[src/rtl/instruction_fetch_unit.sv]
// Sequential fetch stage: PC -> MAR -> memory -> MDR -> IR.
// Drives the ir bus and reports fetch completion or timeout.
module instruction_fetch_unit #(
   parameter int          ADDR_WIDTH = 9,
   parameter int unsigned PC_RESET   = 0,
   parameter int          TIMEOUT    = 16
) (
   input  logic                  clk,
   input  logic                  clr,
   input  logic                  fetch_req,
   input  logic                  pc_load,
   input  logic [ADDR_WIDTH-1:0] pc_in,
   input  logic [31:0]           mem_data,
   input  logic                  mem_ready,
   output logic                  mem_read,
   output logic [ADDR_WIDTH-1:0] mem_addr,
   output logic [31:0]           ir,
   output logic [ADDR_WIDTH-1:0] pc,
   output logic                  busy,
   output logic                  fetch_done,
   output logic                  fetch_err
);

   localparam int CW = $clog2(TIMEOUT) + 1;
   localparam logic [CW-1:0] WAIT_LAST = CW'(TIMEOUT - 1);

   typedef enum logic [1:0] {
      IDLE = 2'd0,
      T0   = 2'd1,
      T1   = 2'd2,
      T2   = 2'd3
   } state_t;

   state_t                  state_q;
   state_t                  state_d;
   logic [ADDR_WIDTH-1:0]   mar;
   logic [31:0]             mdr;
   logic [CW-1:0]           wait_cnt;

   logic done_d;
   logic err_d;
   logic ld_mar;
   logic ld_mdr;
   logic ld_ir;
   logic inc_pc;
   logic cnt_clr;
   logic cnt_inc;

   always_comb begin
      state_d = state_q;
      done_d  = 1'b0;
      err_d   = 1'b0;
      ld_mar  = 1'b0;
      ld_mdr  = 1'b0;
      ld_ir   = 1'b0;
      inc_pc  = 1'b0;
      cnt_clr = 1'b0;
      cnt_inc = 1'b0;
      unique case (state_q)
         IDLE: begin
            if (fetch_req) state_d = T0;
         end
         T0: begin
            ld_mar  = 1'b1;
            inc_pc  = 1'b1;
            cnt_clr = 1'b1;
            state_d = T1;
         end
         T1: begin
            if (mem_ready) begin
               ld_mdr  = 1'b1;
               state_d = T2;
            end else if (wait_cnt == WAIT_LAST) begin
               err_d   = 1'b1;
               state_d = IDLE;
            end else begin
               cnt_inc = 1'b1;
            end
         end
         T2: begin
            ld_ir   = 1'b1;
            done_d  = 1'b1;
            state_d = IDLE;
         end
         default: state_d = IDLE;
      endcase
   end

   // pc_load outranks the T0 increment; MAR still sees the old pc in T0
   always_ff @(posedge clk) begin
      if (clr) begin
         state_q    <= IDLE;
         pc         <= ADDR_WIDTH'(PC_RESET);
         mar        <= '0;
         mdr        <= '0;
         ir         <= '0;
         wait_cnt   <= '0;
         fetch_done <= 1'b0;
         fetch_err  <= 1'b0;
      end else begin
         state_q    <= state_d;
         fetch_done <= done_d;
         fetch_err  <= err_d;
         if (pc_load)     pc <= pc_in;
         else if (inc_pc) pc <= pc + ADDR_WIDTH'(1);
         if (ld_mar) mar <= pc;
         if (ld_mdr) mdr <= mem_data;
         if (ld_ir)  ir  <= mdr;
         if (cnt_clr)      wait_cnt <= '0;
         else if (cnt_inc) wait_cnt <= wait_cnt + CW'(1);
      end
   end

   assign mem_read = (state_q == T1);
   assign busy     = (state_q != IDLE);
   assign mem_addr = mar;

endmodule

[config.mk]
export PLATFORM = sky130hd
export DESIGN_NAME = instruction_fetch_unit
export DESIGN_NICKNAME = d
export VERILOG_FILES = /design/src/rtl/instruction_fetch_unit.sv
export SDC_FILE = /design/constraint.sdc
export NUM_CORES = 1
export LEC_CHECK = 0
export BUFFER_PORTS_ARGS = -buffer_cell sky130_fd_sc_hd__buf_2
export CORE_UTILIZATION = 51
export DETAILED_ROUTE_END_ITERATION = 7
export GPL_TIMING_DRIVEN = 1
export HOLD_SLACK_MARGIN = 0.02
export PLACE_DENSITY = 0.82
export SLEW_MARGIN = 20
export SYNTH_ARGS = -nofsm -noshare
export SYNTH_HDL_FRONTEND = slang
export SYNTH_SLANG_ARGS = --single-unit
[constraint.sdc]
create_clock -name clk -period 2.19 [get_ports clk]
set_input_delay 0.219 -clock clk [delete_from_list [all_inputs] [get_ports clk]]
set_output_delay 0.219 -clock clk [all_outputs]
set_load 0.05 [all_outputs]
==> PnR_summary.wiki <==
{| class="wikitable"
! Metric !! Value
|-
| Outcome || finished, final reports clean
|-
| Minimum clock period after layout || a little under 2 ns
|-
| Count of input and output buffers || 99
|-
| Worst-Margin Slew || approximately 0.55 ns
|-
| Longest individual stage delay on the worst path || approximately 0.43 ns
|-
| Residual antenna-violating net count after detailed routing || 0
|-
| CTS root buffer || sky130_fd_sc_hd__clkbuf_8
|-
| Maximum operating frequency || around 0.50 GHz
|-
| Buffers inserted during post-CTS setup optimization || 0
|-
| Post-cts gate resize count || 0
|-
| Cell variety after synth || 37
|-
| Global-route wire length before repair || about 13000 um
|-
| Clk Latency, worst-skew pair || 0.35 ns
|-
| Residual overflow from global routing || 0
|-
| Kind of end point of the critical path || register
|-
| Final GP Congestion || 0.860
|-
| Clk_skew || roughly 0.007 ns
|-
| Arrival time worst endpoint || around 2.2 ns
|-
| Startpoint of the most critical setup path || wait_cnt[0]
|-
| Worst slew slack as a fraction of its limit || roughly 63%
|-
| Clock Tree Buf Depth || 2
|-
| Initial antenna violation count || 0
|-
| Hold-fix buffers at CTS || 0
|-
| Maximum resistive drop on vdd || roughly 460 uV
|-
| Post-Syn Area per Cell || between 8 and 9 um2
|-
| Number of pins exceeding their max-slew limit in the final report || 0
|-
| Mean number of vias per cell || 5.26
|-
| Total GRT Usage || a little under a quarter
|-
| Count of buffering cells on the critical path with inverters included || 0
|-
| Violation count after the first detailed-route iteration || 230
|-
| HPWL after detailed placement || about 5200 um
|-
| Core box area || around 0.0064 mm2
|-
| Reg2Reg Launch Point || wait_cnt[0]
|-
| Count of synthesis-stage warnings from yosys || 0
|-
| Total inserted antenna cells || 0
|-
| Class of the tightest hold or removal check || in -> reg
|-
| Number of global-route vias before repair || between 2000 and 3000
|-
| Maxcap violations || 0
|-
| Final Setup Violations || 0
|-
| Sort of element at the start of the critical path || register
|-
| H-tree levels || 3
|-
| Most repeated library cell on the critical path || sky130_fd_sc_hd__ha_1
|-
| Critical path's slowest cell || sky130_fd_sc_hd__nor4b_4
|-
| Final Cycle Share || 90.5%
|-
| Count of mapped cells out of synthesis || 422
|-
| Aggregate negative setup slack || 0 ns
|-
| Routed via count || between 3000 and 4000
|-
| Per-cell routed wire length || around 13 um
|-
| Drt first pass iters || 5
|-
| Overall die height || about 84 um
|-
| Num CTS Buffers || 9
|-
| Power density of the placed cells || 794 mW/mm2
|-
| Post-placement cell area || 0.00394 mm2
|-
| Total wire length || 7890 um
|-
| Residual DRC || 0
|-
| CP Data Required Time || between 2 and 2.5 ns
|-
| Post-Layout Inst Area || roughly 0.0042 mm2
|-
| Post-synthesis async set-or-reset flop share || 0%
|-
| Total power || approximately 3.3 mW
|-
| Fraction of final layout cells with drive strength greater than 1 || around a quarter
|-
| Clock slew at the register clock pins of the worst setup and hold paths || about 0.090 ns
|-
| Total clock sinks || 91
|-
| CTS tree || built
|-
| Final Hold Violating Endpoints || 0
|-
| Die area || between 0.007 and 0.008 mm2
|-
| Number of enable-type register cells in the synthesized netlist || 0
|-
| Mapped Nets || about 470
|-
| Number of primary I/O pins || 100
|-
| Static leakage || approximately 1.7 nW
|-
| Seq/Total Area, Yosys || 53.4%
|-
| Crit-path cells || ha_1 -> and3_1 -> ha_1 -> nor4b_4 -> nor2_1 -> a2111oi_0
|-
| Growth of design area from synthesis to finish || 22.1%
|-
| Leading register cell type out of synthesis || sky130_fd_sc_hd__dfxtp_1
|-
| Maximum fanout encountered on the critical timing path || 7
|-
| Hold path startpoint || mem_data[28]
|-
| Area of the mapped netlist || 0.00341 mm2
|-
| Starting Density || around 53%
|-
| Pin count of the biggest net entering global routing || 52
|-
| Chip Width || ~84 um
|-
| Row cnt || 29
|-
| Critical path class || reg -> reg
|-
| Crit path max-delay family || simple AND/OR/NAND/NOR gates
|-
| Net count reported at finish || 558
|-
| Post-synthesis sequential element count || a little over 90
|-
| Setup repair after global routing missed its margin || no
|}
==> synthesized netlist by cell type, types with 4 or more instances <==
cell type | instances | share of area [%]
sky130_fd_sc_hd__dfxtp_1 | 91 | 53
sky130_fd_sc_hd__mux2i_1 | 4 | 1.2
sky130_fd_sc_hd__inv_1 | 5 | 0.55
sky130_fd_sc_hd__or3_1 | 5 | 0.92
sky130_fd_sc_hd__buf_2 | 4 | 0.59
sky130_fd_sc_hd__o211ai_1 | 4 | 0.88
sky130_fd_sc_hd__a21oi_1 | 73 | 11
sky130_fd_sc_hd__nor3_1 | 4 | 0.59
sky130_fd_sc_hd__nand3_1 | 5 | 0.73
sky130_fd_sc_hd__clkbuf_1 | 24 | 2.6
sky130_fd_sc_hd__o21ai_0 | 5 | 0.73
sky130_fd_sc_hd__nand2_1 | 151 | 17
sky130_fd_sc_hd__nor2_1 | 8 | 0.88
==> logic make-up after synthesis <==
group / count (synthesis) / share of synthesized area (%)
compound gates: 93 / 14.9
xor+xnor: 3 / 0.770
fa+ha+maj: 3 / 1.10
buf+inv: 35 / 4.22
flops: 91 / 53.4
mux: 4 / 1.17
simple gates: 193 / 24.5
==> sequential cells by signal, summed over array words and instances (netlist names) <==
register    count
state_q         2
mdr            32
fetch_done      1
fetch_err       1
pc              9
wait_cnt        5
mem_addr        9
ir             32
==> per-stage QoR <==
step / hold WS [ns] / setup WS (ns) / util [%] / std cells
after detailed placement: 0.444 / 0.199 / 61.8 / 575
after CTS: 0.0800 / 0.184 / 65.3 / 591
after global placement: 0.435 / 0.373 / 61.8 / 575
after global routing: 0.0835 / 0.0189 / 65.3 / 591
final: 0.0942 / 0.209 / 65.3 / 591
after floorplan: 0.330 / 0.452 / - / 422
==> layout make-up <==
| class | instances | area (um2) |
|---|---|---|
| fillers | 560 | 2220 |
| flip-flops and latches | 91 | 1820 |
| multi-input cells | 296 | 1450 |
| repair buffers | 106 | 561 |
| clock buffers | 10 | 128 |
| clock inverters | 6 | 96.3 |
| well taps | 77 | 96.3 |
| inverters | 5 | 18.8 |
==> worst reg2reg max path, cell delays in order, from the launching register on <==
cell and delay (ns):
sky130_fd_sc_hd__dfxtp_1 0.34, sky130_fd_sc_hd__ha_1 0.22, sky130_fd_sc_hd__and3_1 0.18, sky130_fd_sc_hd__ha_1 0.21, sky130_fd_sc_hd__nor4b_4 0.43, sky130_fd_sc_hd__nor2_1 0.08, sky130_fd_sc_hd__a2111oi_0 0.40
==> power by group <==
group / internal (mW) / switching (mW)
clock: 0.660 / 0.606
sequential: 1.69 / 0.0416
combinational: 0.100 / 0.210
==> worst paths after layout <==
kind,endpoint,cells past startpoint,slack [ns]
max reg2reg,wait_cnt[4],6,0.21
min reg2reg,ir[12],2,0.45
max,wait_cnt[4],6,0.21
min,mdr[28],3,0.09
==> routing by layer <==
layer / part of all wire [%] / global-route usage, % / vias to the layer above / wire [um]
met5: 0 / 0 / - / 0
met4: 0.53 / 5.70 / 0 / 42
met3: 6.1 / 5.64 / 6 / 484
met2: 49 / 37.5 / 96 / 3870
met1: 44 / 30.4 / 1437 / 3490
li1: - / - / 1570 / -
==> placed cells by master (no fill, tap or decap), types with 2 or more instances in the layout <==
master                      count
sky130_fd_sc_hd__a211oi_1       2
sky130_fd_sc_hd__a21oi_1       73
sky130_fd_sc_hd__a311oi_1       3
sky130_fd_sc_hd__a31oi_1        3
sky130_fd_sc_hd__and2_1         3
sky130_fd_sc_hd__buf_2         99
sky130_fd_sc_hd__buf_4          6
sky130_fd_sc_hd__bufinv_16      2
sky130_fd_sc_hd__clkbuf_8       9
sky130_fd_sc_hd__dfxtp_1       91
sky130_fd_sc_hd__ha_1           3
sky130_fd_sc_hd__inv_1          5
sky130_fd_sc_hd__inv_6          2
sky130_fd_sc_hd__mux2i_1        4
sky130_fd_sc_hd__nand2_1      151
sky130_fd_sc_hd__nand3_1        5
sky130_fd_sc_hd__nand3b_1       2
sky130_fd_sc_hd__nand4_1        2
sky130_fd_sc_hd__nor2_1         8
sky130_fd_sc_hd__nor2b_1        2
sky130_fd_sc_hd__nor3_1         4
sky130_fd_sc_hd__o211ai_1       4
sky130_fd_sc_hd__o21ai_0        5
sky130_fd_sc_hd__or3_1          5
sky130_fd_sc_hd__or4_1          2
sky130_fd_sc_hd__xnor2_1        3
Note: power is estimated with default switching activity, not from simulation.
